### src/rtl/leading_one_normalizer_pipe_pkg.sv
// Shared definitions for the leading/trailing-one normaliser.
//   mode_e : operating mode (leading-one left-align / trailing-one right-align)
//   clog2  : ceiling log2, used to size the location/shift-amount fields
package leading_one_normalizer_pipe_pkg;

  typedef enum logic {
    MODE_LEAD  = 1'b0,
    MODE_TRAIL = 1'b1
  } mode_e;

  function automatic int unsigned clog2(input int unsigned value);
    int unsigned result;
    int unsigned span;
    result = 0;
    span   = 1;
    while (span < value) begin
      span   = span << 1;
      result = result + 1;
    end
    return result;
  endfunction

endpackage

### src/rtl/leading_one_normalizer_pipe_encoder.sv
// Combinational one-position encoder.
//   data : operand
//   mode : MODE_LEAD -> index of highest set bit, MODE_TRAIL -> index of lowest set bit
//   loc  : detected index (0 when data is all zeros)
//   zero : data is all zeros
module one_position_encoder
  import leading_one_normalizer_pipe_pkg::*;
#(
  parameter  int unsigned WIDTH = 50,
  localparam int unsigned LOC_W = clog2(WIDTH)
) (
  input  logic [WIDTH-1:0] data,
  input  mode_e            mode,
  output logic [LOC_W-1:0] loc,
  output logic             zero
);

  // Scan order is chosen so the last hit wins: ascending for the highest
  // set bit, descending for the lowest.
  always_comb begin
    loc  = '0;
    zero = ~|data;
    for (int unsigned i = 0; i < WIDTH; i++) begin
      if (mode == MODE_LEAD) begin
        if (data[i]) loc = LOC_W'(i);
      end else begin
        if (data[WIDTH-1-i]) loc = LOC_W'(WIDTH-1-i);
      end
    end
  end

endmodule

### src/rtl/leading_one_normalizer_pipe.sv
// Two-stage pipelined normaliser with valid/ready on both sides.
// Stage 1 registers the operand with its leading/trailing-one location;
// stage 2 registers the shift amount and the normalised operand.
//   i_clk, i_rst_n             : clock (rising edge), async active-low reset
//   i_in_valid / o_in_ready    : input handshake
//   i_data, i_mode             : operand and mode (0 lead/left-align, 1 trail/right-align)
//   o_out_valid / i_out_ready  : output handshake
//   o_location, o_shamt        : detected bit index and applied shift
//   o_shifted, o_zero          : normalised operand, operand-was-zero flag
module leading_one_normalizer_pipe
  import leading_one_normalizer_pipe_pkg::*;
#(
  parameter  int unsigned WIDTH = 50,
  localparam int unsigned LOC_W = clog2(WIDTH)
) (
  input  logic             i_clk,
  input  logic             i_rst_n,
  input  logic             i_in_valid,
  output logic             o_in_ready,
  input  logic [WIDTH-1:0] i_data,
  input  logic             i_mode,
  output logic             o_out_valid,
  input  logic             i_out_ready,
  output logic [LOC_W-1:0] o_location,
  output logic [LOC_W-1:0] o_shamt,
  output logic [WIDTH-1:0] o_shifted,
  output logic             o_zero
);

  // Reset asserts asynchronously, releases on a clock edge two cycles later.
  logic [1:0] rst_sync;
  logic       rst_int_n;

  always_ff @(posedge i_clk or negedge i_rst_n) begin
    if (!i_rst_n) rst_sync <= '0;
    else          rst_sync <= {rst_sync[0], 1'b1};
  end

  assign rst_int_n = rst_sync[1];

  // Handshake
  logic s1_valid;
  logic s2_valid;
  logic adv1;
  logic adv2;

  assign adv2       = !s2_valid || i_out_ready;
  assign adv1       = !s1_valid || adv2;
  assign o_in_ready = adv1;

  // Stage 1
  mode_e            in_mode;
  logic [LOC_W-1:0] in_loc;
  logic             in_zero;

  assign in_mode = mode_e'(i_mode);

  one_position_encoder #(.WIDTH(WIDTH)) u_encoder (
    .data (i_data),
    .mode (in_mode),
    .loc  (in_loc),
    .zero (in_zero)
  );

  logic [WIDTH-1:0] s1_data;
  mode_e            s1_mode;
  logic [LOC_W-1:0] s1_loc;
  logic             s1_zero;

  always_ff @(posedge i_clk or negedge rst_int_n) begin
    if (!rst_int_n) begin
      s1_valid <= 1'b0;
      s1_data  <= '0;
      s1_mode  <= MODE_LEAD;
      s1_loc   <= '0;
      s1_zero  <= 1'b0;
    end else if (adv1) begin
      s1_valid <= i_in_valid;
      if (i_in_valid) begin
        s1_data <= i_data;
        s1_mode <= in_mode;
        s1_loc  <= in_loc;
        s1_zero <= in_zero;
      end
    end
  end

  // Stage 2: shift amount and barrel shift from stage-1 contents.
  // A zero operand in lead mode shifts by WIDTH-1, which still yields zero.
  logic [LOC_W-1:0] s1_shamt;
  logic [WIDTH-1:0] s1_shifted;

  always_comb begin
    s1_shamt   = '0;
    s1_shifted = '0;
    if (s1_mode == MODE_LEAD) begin
      s1_shamt   = LOC_W'(WIDTH - 1) - s1_loc;
      s1_shifted = s1_data << s1_shamt;
    end else begin
      s1_shamt   = s1_loc;
      s1_shifted = s1_data >> s1_shamt;
    end
  end

  logic [LOC_W-1:0] s2_loc;
  logic [LOC_W-1:0] s2_shamt;
  logic [WIDTH-1:0] s2_shifted;
  logic             s2_zero;

  always_ff @(posedge i_clk or negedge rst_int_n) begin
    if (!rst_int_n) begin
      s2_valid   <= 1'b0;
      s2_loc     <= '0;
      s2_shamt   <= '0;
      s2_shifted <= '0;
      s2_zero    <= 1'b0;
    end else if (adv2) begin
      s2_valid <= s1_valid;
      if (s1_valid) begin
        s2_loc     <= s1_loc;
        s2_shamt   <= s1_shamt;
        s2_shifted <= s1_shifted;
        s2_zero    <= s1_zero;
      end
    end
  end

  assign o_out_valid = s2_valid;
  assign o_location  = s2_loc;
  assign o_shamt     = s2_shamt;
  assign o_shifted   = s2_shifted;
  assign o_zero      = s2_zero;

endmodule

### config.mk
export PLATFORM = sky130hd
export DESIGN_NAME = leading_one_normalizer_pipe
export DESIGN_NICKNAME = d
export VERILOG_FILES = /design/src/rtl/leading_one_normalizer_pipe_pkg.sv /design/src/rtl/leading_one_normalizer_pipe_encoder.sv /design/src/rtl/leading_one_normalizer_pipe.sv
export SDC_FILE = /design/constraint.sdc
export NUM_CORES = 1
export LEC_CHECK = 0
export ABC_AREA = 1
export CORE_MARGIN = 5
export CORE_UTILIZATION = 42
export CTS_CLUSTER_DIAMETER = 80
export DETAILED_ROUTE_END_ITERATION = 12
export SLEW_MARGIN = 20
export SYNTH_ARGS = -nofsm -noshare
export SYNTH_HDL_FRONTEND = slang
export SYNTH_SLANG_ARGS = --single-unit
### constraint.sdc
create_clock -name i_clk -period 4.36 [get_ports i_clk]
set_input_delay 0.872 -clock i_clk [delete_from_list [all_inputs] [get_ports i_clk]]
set_output_delay 0.872 -clock i_clk [all_outputs]
set_load 0.02 [all_outputs]
==> results.toml <==
[status]
status = "complete, no violations"

[clocking]
cts_tree = "done"
clkTransAtPathRegs_ns = 0.08
cts.sinks = 124
cts_root_buf = "clkbuf_16"
cts_buffers = 17
clk_path_buf_depth = 2
clk_latency_ns = 0.44
htree_levels = 4

[setup_path]
crit_top_cell = "nand2_1"
crit_buf_inv = 3
regToRegSetupSlack_ns = 1.17
path_max_fanout = 3
endpoint_kind = "flip-flop"
critical_path_arrival_ns = 4.47
reg2reg_to = "o_shifted[9]"
critical_path_class = "input port to flip-flop"
crit_family = "simple AND/OR/NAND/NOR gates"
cp-start-kind = "input port"
reg2reg_depth = 10
cpMaxStageDelayCell = "clkdlybuf4s50_1"
required_ns = 4.71
worstReg2RegStart = "s1_loc[0]"
critPathMaxStageDelay_ns = 0.48

[final_layout]
syn_to_final_growth_pct = 21.80
drive_above_1_share_pct = 9.020
final_nets = 1972
antenna_cells = 0
stdcell_area_mm2 = 0.01320

[synthesis]
ys_types = 50
synth_warnings = 0
synthArstFlopShare_pct = 100.0
yosysMostFrequentCell = "nand2_1"
netlist_instances = 1830
ys_top_cells_by_count = "533 x nand2_1, 219 x nor2_1, 162 x o21ai_1"
synth_top_cell_by_area = "dfrtp_1"
ys_seq_elements = 124
synth_edf_count = 0
ys.flop_type = "dfrtp_1"
syn_nets = 1886
syn_area_mm2 = 0.01084
post-synth-top-area-fraction_pct = 28.63
syn_area_per_cell_um2 = 5.922
yosys-top-cells-area = "dfrtp_1 29%, nand2_1 18%, nor2_1 7.6%"
seq_area_frac_synth_pct = 28.63

[timing]
maxSlewViolCount = 0
tightest_slew_ns = 1.002
finClkSkew_ns = 0.02231
hold_viol_final = 0
slew_headroom_pct = 32.60
grt_setup_unrepaired = "true"
setup_viol = 0
tns_ns = 0
period_needed_ns = 4.118
fmax_ghz = 0.2429
fin_crit_sh_pct = 94.44

[power_and_ir_drop]
p_leak_uw = 0.006159
clkPwrFrac_pct = 20.5
power.density_mw_per_mm2 = 551.4
seqPwrFrac_pct = 23.1
combinationalPowerShare_pct = 56.4
swShare_pct = 50.34
power_switching_uw = 3664
internal-power_uw = 3614
vdd_ir_drop_max_uv = 345.3

[die]
start_util_pct = 42.79
die_h_um = 170.6
die_x_um = 170.6
ios = 120
core_mm2 = 0.02533
rows = 58
dieArea_mm2 = 0.02912

[place]
portBuffers = 119
gp_congestion = 1.029
dp_hpwl_um = 36040
place_area_mm2 = 0.01253

[drt]
num_vias = 13170
vias_per_cell = 5.831
drt_wl_total_um = 46390
drt_first_iter_violations = 1836
drtAntennaViolNets = 0
wl_per_cell_um = 20.54
drc_errors = 0
first_pass_iters = 6

[grt]
antenna_found_initial = 0
grt_pass1_wl_um = 71420
grt_pass1_vias = 11890
gr-total-overflow = 0
grt_max_degree = 89
grtUsageTotal_pct = 31.72

[flow_run]
maxCapViolCount = 0

[worst_hold_path]
hp-class = "flip-flop to async pin"
-- worst max-delay path by stage --
stage / from / endpoint / depth (start not counted)
final: i_data[7] / s1_loc[0] / 49
after CTS: i_data[47] / s1_loc[0] / 55
after floorplan: i_mode / s1_loc[0] / 51
after global placement: i_data[48] / s1_loc[0] / 56
after detailed placement: i_data[48] / s1_loc[0] / 56
after global routing: i_mode / s1_loc[0] / 53
-- metrics by stage --
step	power [uW]	util [%]	hold slack, ns	setup WS [ns]	instances
CTS	7176	51.84	0.3664	0.006351	2257
global route	7707	52.12	0.3772	-0.2974	2259
global placement	5666	49.49	0.3439	-0.4389	2225
floorplan	4087	-	0.3312	0.4579	1830
detailed placement	5678	49.49	0.3363	-0.5086	2225
finish	7279	52.12	0.3673	0.2424	2259
-- worst reg2reg max path: cells and delay by family (launching register included) --
kind	cells	cell delay [ns]
DFF	1	0.38
AOI/OAI and AO/OA	6	1.88
buffers and inverters	1	0.49
and+or+nand+nor	3	0.30
-- area by class of cell --
cell class                 count  area (um2)
clock buffer                  17       425.4
clock inverter                15       167.7
fill                        2678       12130
inverter                     154       578.1
multi-input combinational   1425        6724
sequential                   124        3107
tap                          330       412.9
timing repair buffer         194        1785
-- cells in the final DEF, fill, tap and decap left out, types with 24 or more instances in the layout --
master	n
a21oi_1	64
a31oi_1	49
buf_4	73
clkdlybuf4s50_1	104
dfrtp_1	123
inv_1	123
inv_2	24
nand2_1	524
nand3_1	98
nor2_1	216
o211ai_1	36
o21ai_0	126
o21ai_1	162
-- cell families after synthesis --
kind of cell | Yosys count | share of synthesized area (%)
compound gates | 506 | 26.62
xor+xnor | 3 | 0.2425
flops | 124 | 28.63
mux | 11 | 1.016
fa+ha+maj | 1 | 0.1154
buf+inv | 281 | 9.894
simple gates | 903 | 33.44
other cells | 1 | 0.03460
-- per-layer routing --
metal  track usage, %  share of wire [%]  wire (um)
met1            47.51                 45      20920
met4            8.229                2.3       1071
met5                0                  0          0
met2            46.60                 42      19600
met3            6.493                 10       4798
-- sequential cells by signal, indices dropped and copies added, names as in the netlist --
register and flops:
o_shifted 50, s1_data 50, o_location 6, s1_loc 6, o_shamt 5, rst_sync 2
o_out_valid 1, o_zero 1, s1_mode 1, s1_valid 1, s1_zero 1
-- power groups by stage --
stage / Clock, uW / Combinational, uW / Sequential, uW
2_1_floorplan: 0 / 2130 / 1960
5_1_grt: 1570 / 4400 / 1740
4_1_cts: 1500 / 3980 / 1690
3_3_place_gp: 0 / 3970 / 1700
6_report: 1490 / 4100 / 1680
3_5_place_dp: 0 / 3970 / 1710
-- repair_timing --
item	in CTS	in global routing
buffers inserted	0	2
pin swaps	0	22
gates resized for setup	3	33
hold buffers	0	0
endpoints found under the setup margin	1	1
(Power assumes the default switching activity.)
